===== config.mk =====
export PLATFORM = sky130hd
export DESIGN_NAME = cdb_writeback_arbiter
export DESIGN_NICKNAME = d
export VERILOG_FILES = /design/src/rtl/cdb_writeback_arbiter.sv
export SDC_FILE = /design/constraint.sdc
export NUM_CORES = 1
export LEC_CHECK = 0
export ABC_AREA = 1
export BUFFER_PORTS_ARGS = -buffer_cell sky130_fd_sc_hd__buf_2
export CAP_MARGIN = 10
export CORE_MARGIN = 5
export CORE_UTILIZATION = 46
export DETAILED_ROUTE_END_ITERATION = 12
export PLACE_DENSITY = 0.85
export SLEW_MARGIN = 25
export SYNTH_ARGS = -nofsm -noshare
export SYNTH_HDL_FRONTEND = slang
export SYNTH_SLANG_ARGS = --single-unit

===== constraint.sdc =====
create_clock -name clock_i -period 6.8 [get_ports clock_i]
set_input_delay 1.7 -clock clock_i [delete_from_list [all_inputs] [get_ports clock_i]]
set_output_delay 1.7 -clock clock_i [all_outputs]
set_load 0.01 [all_outputs]

===== src/rtl/cdb_writeback_arbiter.sv =====
// cdb_writeback_arbiter: round-robin writeback grant onto a registered common data bus
module cdb_writeback_arbiter #(
  parameter int N_SRC = 3,
  parameter int TAG_W = 5,
  parameter int XLEN  = 32
) (
  input  logic                   clock_i,
  input  logic                   reset_i,
  input  logic [N_SRC-1:0]       src_wr_valid_i,
  input  logic [N_SRC*TAG_W-1:0] src_wr_tag_i,
  input  logic [N_SRC*XLEN-1:0]  src_wr_value_i,
  input  logic                   cdb_stall_i,
  input  logic                   flush_i,
  output logic [N_SRC-1:0]       src_wr_written_o,
  output logic                   cdb_valid_o,
  output logic [TAG_W-1:0]       cdb_tag_o,
  output logic [XLEN-1:0]        cdb_value_o,
  output logic [1:0]             cdb_src_o
);
  localparam logic [2:0] NS   = 3'(N_SRC);
  localparam logic [1:0] LAST = 2'(N_SRC-1);
  logic             grant_en, gnt;
  logic [2:0]       sum;
  logic [1:0]       idx, gidx, rr_q, rr_d, cdb_src_q, cdb_src_d;
  logic             cdb_valid_q, cdb_valid_d;
  logic [TAG_W-1:0] cdb_tag_q, cdb_tag_d;
  logic [XLEN-1:0]  cdb_value_q, cdb_value_d;
  always_comb begin
    grant_en = ~reset_i & ~flush_i & ~cdb_stall_i;
    gnt = 1'b0;
    gidx = '0;
    sum = '0;
    idx = '0;
    src_wr_written_o = '0;
    for (int k = 0; k < N_SRC; k++) begin
      sum = {1'b0, rr_q} + 3'(k);
      idx = 2'(sum >= NS ? sum - NS : sum);
      if (grant_en && !gnt && src_wr_valid_i[idx]) begin
        gnt = 1'b1;
        gidx = idx;
      end
    end
    if (gnt) src_wr_written_o[gidx] = 1'b1;
    rr_d = gnt ? (gidx == LAST ? 2'd0 : gidx + 2'd1) : rr_q;
    // a grant already implies no flush and no stall, so payload only moves on gnt
    cdb_valid_d = flush_i ? 1'b0 : cdb_stall_i ? cdb_valid_q : gnt;
    cdb_tag_d   = gnt ? src_wr_tag_i[gidx*TAG_W +: TAG_W] : cdb_tag_q;
    cdb_value_d = gnt ? src_wr_value_i[gidx*XLEN +: XLEN] : cdb_value_q;
    cdb_src_d   = gnt ? gidx : cdb_src_q;
  end
  always_ff @(posedge clock_i or posedge reset_i) begin
    if (reset_i) begin
      rr_q        <= '0;
      cdb_valid_q <= 1'b0;
      cdb_tag_q   <= '0;
      cdb_value_q <= '0;
      cdb_src_q   <= '0;
    end else begin
      rr_q        <= rr_d;
      cdb_valid_q <= cdb_valid_d;
      cdb_tag_q   <= cdb_tag_d;
      cdb_value_q <= cdb_value_d;
      cdb_src_q   <= cdb_src_d;
    end
  end
  assign cdb_valid_o = cdb_valid_q;
  assign cdb_tag_o   = cdb_tag_q;
  assign cdb_value_o = cdb_value_q;
  assign cdb_src_o   = cdb_src_q;
endmodule


Word level (Yosys, flattened, before mapping). Cells that the tools add are included.

Magnitude comparators: 8. Shift operators: 2. Bitwise logic cells: 5. Multiplexer cells: 21. Multiply operators: 1. $add $sub $neg: 6. Equal/unequal tests: 2. Reductions and logical operators: 8.

Operators with widths (count): 96-bit by 8-bit variable part select with 32-bit output (1); 15-bit by 6-bit variable part select with 5-bit output (1); 2-bit 2-to-1 mux (7); 2-bit by 3-bit less-than comparator with 1-bit output, second input constant (4); 1-bit 2-to-1 mux (9); 1-bit binary-select mux with 2-bit select (3); 3-bit by 2-bit >= comparator with 1-bit output, second input constant (2); 1-bit logical AND (6); 2-bit subtractor, second input constant (3); 2-bit by 3-bit multiplier with 5-bit output, second input constant (1); 2-bit by 1-bit adder with 3-bit output, second input constant (1); 2-bit by 2-bit adder with 3-bit output, second input constant (1); 3-bit 2-to-1 mux (1); 1-bit inverter (3); 2-bit by 1-bit adder with 2-bit output, second input constant (1); 1-bit AND (2); 1-bit demux with 2-bit select (1); 2-bit == test, second input constant (1); 2-bit by 1-bit >= comparator with 1-bit output, second input constant (1); 2-bit >= comparator, second input constant (1); 1-bit zero test (2); 2-bit by 1-bit != test with 1-bit output, second input constant (1).

Word-level logic and storage cells: 58. Output and inout port bits: 43. Input port bits: 118. Register bits after elaboration: 42.

Longest topological paths before layout. Gate-level depths: netlist (run 1).

Word-level depth: 19. Depth in mapped cells: 17. Mapped depth without buffers: 15.

Worst setup path before layout (run 1). Ideal clock, no wire load.

Kind: input to output. Start: input port reset_i. End: output port src_wr_written_o[0]. Slack: 1762 ps. Arrival time: 3338 ps. Data required time: 5100 ps. Path buffers: 2. Stages: 14. Path through: inv_2 -> nand2_1 -> nor2_1 -> inv_1 -> nor2_1 -> nand2_1 -> nand2_1 -> inv_2 -> nand2_2 -> buf_6 -> inv_1 -> buf_2 -> nand2_1 -> inv_1.

Word-level cells in the longest chain between the ends: 18. Elaborated cells on any way between the ends: 22. Those cells by class: order compare: 2; mux: 9; bitwise: 3; reduce/logical: 8.

Ends and longest elaborated chain: start, declared (line 8) `input logic reset_i,`; 1-bit inverter (*) (line 29) `grant_en = ~reset_i & ~flush_i & ~cdb_stall_i;`; 1-bit AND (*) (2 in a row) (line 29); 1-bit logical AND (line 38) `if (grant_en && !gnt && src_wr_valid_i[idx]) begin`; 1-bit 2-to-1 mux (line 38); 1-bit zero test (line 38); 1-bit logical AND (2 in a row) (line 38); 1-bit 2-to-1 mux (line 38); 1-bit zero test (line 38); 1-bit logical AND (2 in a row) (line 38); 2-bit 2-to-1 mux (line 38); 2-bit by 3-bit less-than comparator with 1-bit output (not written as such) or 2-bit by 1-bit >= comparator with 1-bit output (tied branches) (line 43) `if (gnt) src_wr_written_o[gidx] = 1'b1;`; 1-bit logical AND (not written as such) (line 43); 1-bit 2-to-1 mux (not written as such) (line 43); 1-bit demux with 2-bit select (line 43); 3-bit 2-to-1 mux (*) (line 43); end, declared (line 14) `output logic [N_SRC-1:0] src_wr_written_o,`.

Every way passes the cells marked *; elsewhere a longest branch is shown, timed or not.

Worst setup path after layout (run 1).
Start: input port flush_i. End: output port src_wr_written_o[0].

Word-level cells in the longest chain between the ends: 18. Elaborated cells on any way between the ends: 22. Those cells by class: order compare: 2; mux: 9; bitwise: 3; reduce/logical: 8.

Ends and longest elaborated chain: start, declared (line 13) `input logic flush_i,`; 1-bit inverter (*) (line 29); 1-bit AND (*) (2 in a row) (line 29); 1-bit logical AND (line 38); 1-bit 2-to-1 mux (line 38); 1-bit zero test (line 38); 1-bit logical AND (2 in a row) (line 38); 1-bit 2-to-1 mux (line 38); 1-bit zero test (line 38); 1-bit logical AND (2 in a row) (line 38); 2-bit 2-to-1 mux (line 38); 2-bit by 3-bit less-than comparator with 1-bit output (not written as such) or 2-bit by 1-bit >= comparator with 1-bit output (tied branches) (line 43); 1-bit logical AND (not written as such) (line 43); 1-bit 2-to-1 mux (not written as such) (line 43); 1-bit demux with 2-bit select (line 43); 3-bit 2-to-1 mux (*) (line 43).

Marked as above.

==> metrics.yaml, run 1 <==
floorplan:
  die_x_um: 84.4
  die-area_um2: 7120
  initial_core_util: 0.468
  core_um2: 5440
  rows: 27
  ioPinCount: 161
  die_h_um: 84.4
placed_design:
  portBuffers: 160
  hpwlAfterDp_um: 5900
  place_inst: 577
  placed_area_um2: 3330
  place_congestion: 0.915
  dp_slack_ns: 1.62
worst_setup_path:
  required_ns: 5.10
  cpPeakStageDelay_ns: 0.58
  path_cells: "buf_2 > inv_1 > nand2_1 > nor2_1 > inv_1 > nor2_1 > nand2_1 > nand2_1 > inv_1 > nand2_2 > nor2_4 > nand2_1 > inv_1 > buf_2"
  r2r_start: "rr_q[0]"
  critPathLaunchType: "primary input"
  worstSetupEndpointType: "output port"
  cp_max_fo: 40
  path_class: "in -> out"
  crit_slowest_cell: "nand2_2"
  critPathArrivalTime_ns: 3.54
  regToRegSetupSlack_ns: 3.64
  r2r-end: "cdb_value_o[25]"
  r2r_cells: 13
synth:
  synth.distinct_cells: 19
  syn_inst: 367
  synthTopCellsByArea: "dfrtp_1, nand2_1, a21oi_1, nand3_1, nor2_1"
  syn-num-nets: 488
  yosys-top-cells-count: "nand2_1, a21oi_1, nand3_1"
  ys_seq_area_frac: 0.413
  yosysMostFrequentCell: "nand2_1"
  postSynth.asyncResetShare: 1.00
  synth_edf_count: 0
  yosysTopAreaCell: "dfrtp_1"
  synth_area_um2: 2550
  ys.flop_type: "dfrtp_1"
  ys_ff_latch: 42
  synthDominantCellAreaShare: 0.413
  syn_area_per_cell_um2: 6.94
  yosys_warnings: 0
layout:
  nets: 633
  diodes: 0
  drive_gt1_frac: 0.352
  finalNonFillerCells: 583
  nFillCells: 501
  design_area_um2: 3410
  area_growth_pct: 33.9
worst_hold_path:
  min_to: "cdb_src_o[1]"
  hold_path_startpoint: "cdb_src_o[1]"
  min_path_type: "reg -> reg"
  hold_path_depth: 2
cts:
  cts_sinks: 42
  cts_buffers: 5
  hold_buffers: 0
  cts.repair.resized: 0
  clock-root-buffer: "clkbuf_8"
  clk_latency_ns: 0.29
  htreeDepth: 2
  clk_pin_slew_worst_paths_ns: 0.07
  clockBufferDepth: 2
  postCtsSetupBuffers: 0
  cts_tree: "built"
drt:
  wirelength_um: 7990
  drt_iter0_markers: 115
  routedWlPerCell_um: 13.7
  antenna_left: 0
  drc: 0
  viasPerCell: 5.07
  via_count: 2957
  dr.pass1.iters: 5
sta:
  finalHoldViolCount: 0
  clock_skew_ns: 0.00541
  clock.fmax_mhz: 191
  setup_ws_ns: 1.56
  setup_tns_ns: 0
  slew-limit-headroom: 0.380
  period_share: 0.771
  finalCriticalPeriod_ns: 5.24
  setup_viol: 0
  hold-worst-slack_ns: 0.487
  rsz0062_at_grt: "false"
  drv_slew: 0
  tightest_slew_ns: 0.929
grt:
  grt_first_pass_wirelength_um: 13300
  antenna_found_initial: 0
  grt_overflow: 0
  grt_usage: 0.226
  grt_pass1_vias: 3019
  grt_max_degree: 43
flow_run:
  drv_cap: 0
power:
  power.density_nw_per_um2: 347
  ir_drop_mv: 0.174
  power.static_leakage_nw: 1.94
outcome:
  status: "complete, no violations"
[final cells by class]
cell class	instances	area (um^2)	area share
Timing Repair Buffer	163	823	0.241
Multi-Input combinational cell	284	1300	0.382
Clock buffer	6	82.6	0.0242
Inverter	16	60.1	0.0176
Sequential cell	42	1050	0.308
Tap cell	72	90.1	0.0264
[registers in the layout (all words and copies together), names as in the netlist]
register	cells
cdb_src_o	2
cdb_tag_o	5
cdb_valid_o	1
cdb_value_o	32
rr_q	2
[critical path: cells and delay by family]
family / cells / cell delay [ns]
buf+inv: 6 / 0.47
simple gates: 8 / 1.34
[metrics by stage]
stage          power (mW)   util
6_report             1.18  0.627
5_1_grt              1.29  0.627
4_1_cts              1.19  0.627
3_5_place_dp         1.03  0.612
3_3_place_gp         1.01  0.612
2_1_floorplan       0.805      -
[report_power, final]
group	internal, mW	switching [mW]	leakage (nW)
Combinational	0.235	0.353	1.42
Sequential	0.370	0.0688	0.480
Clock	0.0783	0.0789	0.0431
Total	0.683	0.501	1.94
[layout by cell type, fill, tap and decap left out]
| cell | synthesis | routed |
|---|---|---|
| buf_2 | 11 | 160 |
| nand2_1 | 119 | 119 |
| a21oi_1 | 58 | 58 |
| nand3_1 | 52 | 52 |
| dfrtp_1 | 42 | 42 |
| nor2_1 | 33 | 33 |
| inv_1 | 12 | 12 |
| a22oi_1 | 8 | 8 |
| clkbuf_8 | 0 | 6 |
| inv_2 | 4 | 4 |
| nand2_2 | 4 | 4 |
| ha_1 | 3 | 3 |
| buf_4 | 3 | 3 |
| o21ai_0 | 2 | 2 |
| o21ai_1 | 2 | 2 |
| a31oi_4 | 0 | 1 |
| nor2_2 | 1 | 1 |
| nor2_4 | 1 | 1 |
[how the worst max path moves through the flow]
| stage | end | from | slack (ns) |
|---|---|---|---|
| final | src_wr_written_o[0] | flush_i | 1.56 |
| after global routing | src_wr_written_o[1] | src_wr_valid_i[2] | 1.40 |
| after CTS | src_wr_written_o[0] | flush_i | 1.61 |
| after detailed placement | src_wr_written_o[0] | flush_i | 1.62 |
| after global placement | src_wr_written_o[0] | flush_i | 1.66 |
| after floorplan | src_wr_written_o[0] | reset_i | 1.76 |
[per-layer routing]
layer | up-vias | part of all wire | GRT usage | wire length, um
met1 | 1338 | 0.40 | 0.259 | 3180
li1 | 1485 | - | - | -
met3 | 4 | 0.096 | 0.0726 | 770
met5 | - | 0 | 0 | 0
met4 | 0 | 0.0063 | 0.0576 | 50
met2 | 130 | 0.50 | 0.407 | 3980
[kinds of logic (layout without fill, tap and decap cells)]
kind of cell,Yosys count,in the layout,synth area share
adder cells (fa/ha/maj),3,3,0.0147
AO/OA/AOI/OAI,71,71,0.150
buffers and inverters,41,185,0.0791
flip-flops,42,42,0.413
AND/OR/NAND/NOR,210,210,0.343
No activity file was read; power rests on OpenSTA's default activity.
==> inputs of run 2 (changes only) <==
- CORE_UTILIZATION: 46 -> 43
- PLACE_DENSITY: 0.85 -> 0.8
- clock period: 6.8 -> 5.5 ns (I/O delays scaled with it)
==> run 2 against run 1 <==
Compared with the run above:
- design area is 1.0% higher
- non-clock buffer count is 3 higher
- clock skew is 0.0026 ns higher
- cell count is 1.4% higher
- first-iteration DRC count is 4.3% lower
- sequential cell count stayed put
- largest power group unchanged
==> metrics.yaml, run 2 (synthesis gave the netlist of run 1 again) <==
outcome:
  status: "complete, no violations"
cts:
  clk_latency_ns: 0.29  # about the same
  cts_tree: "built"
  clk_pin_slew_worst_paths_ns: 0.08  # about the same
  clockBufferDepth: 2  # unchanged
  clock-root-buffer: "clkbuf_8"
  cts_buffers: 5  # unchanged
  hold_buffers: 0  # unchanged
  postCtsSetupBuffers: 0  # unchanged
  cts.repair.resized: 0  # unchanged
  cts_sinks: 42  # unchanged
  htreeDepth: 2  # unchanged
layout:
  layout_common_cells: "buf_2, nand2_1, a21oi_1"
  drive_gt1_frac: 0.357  # +0.00434
  design_area_um2: 3440  # +1.0%
  nets: 636  # +0.47%
  largest_reg_flops: 32  # unchanged
  area_growth_pct: 35.3
  nFillCells: 588  # +17%
  final_common_cell: "buf_2"
  diodes: 0  # unchanged
placed_design:
  place_congestion: 0.838  # -8.4%
  portBuffers: 160  # unchanged
  hpwlAfterDp_um: 5900  # about the same
  placed_area_um2: 3350  # +0.79%
drt:
  dr.pass1.iters: 4  # -1
  antenna_left: 0  # unchanged
  viasPerCell: 5.08  # +0.11%
  wirelength_um: 8160  # +2.1%
  via_count: 3001  # +1.5%
  drc: 0  # unchanged
  routedWlPerCell_um: 13.8  # +0.76%
  drt_iter0_markers: 110  # -4.3%
worst_setup_path:
  required_ns: 4.12  # -0.98 ns
  path_buf_inv: 6  # unchanged
  regToRegSetupSlack_ns: 2.41  # -1.23 ns
  critPathLaunchType: "primary input"
  critPathArrivalTime_ns: 3.14  # -0.40 ns
  cpPeakStageDelay_ns: 0.38  # -0.20 ns
  worstSetupEndpointType: "output port"
  r2r_start: "rr_q[0]"
  r2r_cells: 14  # +1
  r2r-end: "cdb_tag_o[1]"
  cp_top_family: "buffers and inverters"
  crit_slowest_cell: "buf_4"
  path_class: "in -> out"
  path_cells: "buf_2 > inv_1 > nand2_1 > nor2_1 > inv_1 > nor2_1 > nand2_1 > nand2_1 > inv_2 > nand2_2 > buf_4 > buf_2"
  path_common_cell: "nand2_1"
  cp_max_fo: 38  # -5.0%
  crit_cells: 12  # -2
sta:
  period_share: 0.821
  tightest_slew_ns: 0.922  # -0.00743 ns
  drv_slew: 0  # unchanged
  clock_skew_ns: 0.00803  # +0.00263 ns
  clock.fmax_mhz: 221
  setup_tns_ns: 0  # unchanged
  finalHoldViolCount: 0  # unchanged
  finalCriticalPeriod_ns: 4.52
  setup_viol: 0  # unchanged
  rsz0062_at_grt: "false"
  slew-limit-headroom: 0.385  # +0.00496
worst_hold_path:
  min_to: "cdb_src_o[1]"
  min_path_type: "reg -> reg"
  hold_path_startpoint: "cdb_src_o[1]"
  hold_path_depth: 2  # unchanged
floorplan:
  die_h_um: 87.0  # +3.0%
  ioPinCount: 161  # unchanged
  die_x_um: 87.0  # +3.0%
  initial_core_util: 0.435  # -0.0329
  die-area_um2: 7560  # +6.1%
  core_um2: 5850  # +7.6%
  rows: 28  # +3.7%
power:
  switching_share: 0.422  # -0.000833
  p_clk_frac: 0.137  # +0.004
  p_sw_mw: 0.622  # +24%
  ir_drop_mv: 0.209  # +20%
  power.density_nw_per_um2: 428  # +23%
  comb_power_share: 0.498  # about the same
  power.static_leakage_nw: 1.96  # +0.98%
  internal_power_mw: 0.851  # +25%
  seqPwrFrac: 0.364  # -0.007
grt:
  antenna_found_initial: 0  # unchanged
  grt_pass1_vias: 3030  # +0.36%
  grt_usage: 0.215  # -0.0112
  grt_max_degree: 43  # unchanged
  grt_overflow: 0  # unchanged
  grt_first_pass_wirelength_um: 13200  # -0.52%
flow_run:
  drv_cap: 0  # unchanged
## run 2: cell types whose count changed in the layout (fill, tap and decap cells not counted), sizes merged
| cell | previous run | this run |
|---|---|---|
| buf | 163 | 166 |
| clkbuf | 6 | 7 |
| clkinv | 0 | 1 |
## run 2: layout make-up
type,instances,area [um^2],share of cell area
multi-input combinational,284,1300,0.378
sequential,42,1050,0.305
timing repair buffer,166,846,0.246
tap,75,93.8,0.0272
clock buffer,7,86.3,0.0251
inverter,16,60.1,0.0174
clock inverter,1,5.00,0.00145
## run 2: metrics by stage
| stage | power (mW) | std cells | hold slack [ns] | utilization | setup WS [ns] |
|---|---|---|---|---|---|
| final | 1.47 | 591 | 0.482 | 0.589 | 0.982 |
| after CTS | 1.49 | 591 | 0.487 | 0.589 | 0.994 |
| after floorplan | 0.996 | 367 | 0.509 | - | 1.11 |
| after global routing | 1.61 | 591 | 0.534 | 0.589 | 0.820 |
| after detailed placement | 1.28 | 583 | 0.465 | 0.573 | 0.999 |
| after global placement | 1.26 | 583 | 0.464 | 0.573 | 1.10 |
## run 2: how the worst max path moves through the flow
stage                 start                   to
finish              flush_i  src_wr_written_o[1]
global route        flush_i  src_wr_written_o[1]
CTS                 flush_i  src_wr_written_o[1]
detailed placement  flush_i  src_wr_written_o[1]
global placement    flush_i  src_wr_written_o[1]
floorplan           reset_i  src_wr_written_o[0]
## run 2: worst min-delay path, cell delays in order (launching register included)
cell	delay, ns
dfrtp_1	0.35
nand2_1	0.05
nand2_1	0.05
## run 2: power by group through the flow
stage	clock network [mW]	registers (mW)	logic, mW
after CTS	0.213	0.538	0.741
after detailed placement	0	0.542	0.740
after global routing	0.225	0.557	0.832
after global placement	0	0.540	0.716
after floorplan	0	0.606	0.390
final	0.203	0.537	0.734
## run 2: metal layers
layer  share of wire  routed length (um)  track usage  vias up
met2            0.50                4080        0.386      133
met4          0.0063                  51       0.0425        0
met3           0.096                 785       0.0568        5
li1                -                   -            -     1501
met5               0                   0            0        -
met1            0.40                3240        0.256     1362
==> inputs of run 3 (changes only) <==
- clock period: 5.5 -> 4.57 ns (I/O delays scaled with it)
==> run 3 against run 2 <==
Compared with the run above:
- sequential power is 21% higher
- worst setup slack worse by 0.41 ns
- clock-buffer cell count up 1
- sequential cell count is the same
- non-clock buffer count is the same
- wire length hardly changed
- die area did not move
- design area is 0.54% higher
- register-to-register slack worse by 0.85 ns
- clock power increased by 34%
- critical path type unchanged
==> metrics.yaml, run 3 (synthesis gave the netlist of run 1 again) <==
grt:
  grt_usage: 0.215  # +0.000837
  grt_overflow: 0  # unchanged
  grt_max_degree: 43  # unchanged
  grt_first_pass_wirelength_um: 13200  # +0.11%
  grt_pass1_vias: 3035  # +0.17%
  antenna_found_initial: 0  # unchanged
cts:
  postCtsSetupBuffers: 0  # unchanged
  clockBufferDepth: 2  # unchanged
  cts.repair.resized: 0  # unchanged
  clk_pin_slew_worst_paths_ns: 0.08  # about the same
  cts_tree: "built"
  cts_sinks: 42  # unchanged
  cts_buffers: 5  # unchanged
  htreeDepth: 2  # unchanged
  hold_buffers: 0  # unchanged
  clk_latency_ns: 0.28  # about the same
  clock-root-buffer: "clkbuf_8"
floorplan:
  rows: 28  # unchanged
  die_x_um: 87.0  # unchanged
  core_um2: 5850  # unchanged
  initial_core_util: 0.435  # unchanged
  die_h_um: 87.0  # unchanged
  ioPinCount: 161  # unchanged
  die-area_um2: 7560  # unchanged
layout:
  design_area_um2: 3460  # +0.54%
  finalCoreUtilization: 0.592  # +0.00321
  final_common_cell: "buf_2"
  area_growth_pct: 36.0
  nFillCells: 563  # -4.3%
  nets: 636  # unchanged
  finalNonFillerCells: 591  # unchanged
  layout_common_cells: "buf_2, nand2_1, a21oi_1"
  largest_reg_flops: 32  # unchanged
  drive_gt1_frac: 0.359  # +0.00194
  diodes: 0  # unchanged
drt:
  antenna_left: 0  # unchanged
  dr.pass1.iters: 4  # unchanged
  viasPerCell: 5.08  # unchanged
  via_count: 3001  # unchanged
  drt_iter0_markers: 168  # +53%
  routedWlPerCell_um: 13.8  # about the same
  drc: 0  # unchanged
  wirelength_um: 8160  # about the same
placed_design:
  place_inst: 583  # unchanged
  place_congestion: 0.930  # +11%
  dp_slack_ns: 0.603  # -0.397 ns
  placed_area_um2: 3350  # unchanged
  hpwlAfterDp_um: 5960  # +1.2%
  portBuffers: 160  # unchanged
sta:
  finalHoldViolCount: 0  # unchanged
  slew-limit-headroom: 0.393  # +0.00794
  period_share: 0.875
  tightest_slew_ns: 0.910  # -0.0119 ns
  setup_viol: 0  # unchanged
  clock_skew_ns: 0.00492  # -0.00312 ns
  setup_tns_ns: 0  # unchanged
  drv_slew: 0  # unchanged
  finalCriticalPeriod_ns: 4.00
  clock.fmax_mhz: 250
  setup_ws_ns: 0.573  # -0.409 ns
  rsz0062_at_grt: "false"
  hold-worst-slack_ns: 0.503  # +0.0212 ns
outcome:
  status: "complete, no violations"
worst_setup_path:
  regToRegSetupSlack_ns: 1.56  # -0.85 ns
  worstSetupEndpointType: "output port"
  cp-startpoint: "flush_i"
  critPathCapture: "src_wr_written_o[1]"
  critPathArrivalTime_ns: 2.85  # -0.29 ns
  r2r-end: "cdb_value_o[6]"
  r2r_cells: 14  # unchanged
  critPathLaunchType: "primary input"
  path_class: "in -> out"
  r2r_start: "rr_q[0]"
  required_ns: 3.43  # -0.69 ns
  cp_max_fo: 38  # unchanged
flow_run:
  drv_cap: 0  # unchanged
power:
  power.total_mw: 1.81  # +23%
  power.density_nw_per_um2: 522  # +22%
  ir_drop_mv: 0.283  # +36%
  power.static_leakage_nw: 1.97  # +0.47%
worst_hold_path:
  min_path_type: "reg -> reg"
-- run 3: how the worst min path moves through the flow --
stage,startpoint,to,slack (ns),depth (start not counted)
3_5_place_dp,cdb_src_o[1],cdb_src_o[1],0.48,2
2_1_floorplan,cdb_src_o[0],cdb_src_o[0],0.51,2
4_1_cts,cdb_src_o[1],cdb_src_o[1],0.51,2
6_report,cdb_src_o[1],cdb_src_o[1],0.50,2
3_3_place_gp,cdb_src_o[1],cdb_src_o[1],0.47,2
5_1_grt,cdb_src_o[1],cdb_src_o[1],0.53,2
-- run 3: power by group --
part           internal [mW]  leakage [nW]  total [mW]  switching (mW)
clock network          0.153        0.0575       0.272           0.119
logic                  0.353          1.43       0.886           0.533
registers              0.550         0.480       0.650           0.100
-- run 3: layout make-up --
cell class / instances / area (um^2) / share of cell area
clock buffers: 8 / 110 / 0.0318
inverters: 16 / 60.1 / 0.0173
multi-input cells: 284 / 1300 / 0.376
flip-flops and latches: 42 / 1050 / 0.303
well taps: 75 / 93.8 / 0.0271
repair buffers: 166 / 846 / 0.244
-- run 3: critical path, cell delays in order --
cell,delay (ns)
buf_2,0.09
inv_1,0.06
nand2_1,0.05
nor2_1,0.17
inv_1,0.12
nor2_1,0.15
nand2_1,0.06
nand2_1,0.07
inv_2,0.20
nand2_2,0.14
buf_4,0.37
buf_2,0.21
-- run 3: routing by layer --
metal / GRT usage / part of all wire
met2: 0.389 / 0.49
met5: 0 / 0
met1: 0.258 / 0.40
met4: 0.0425 / 0.0071
met3: 0.0539 / 0.096
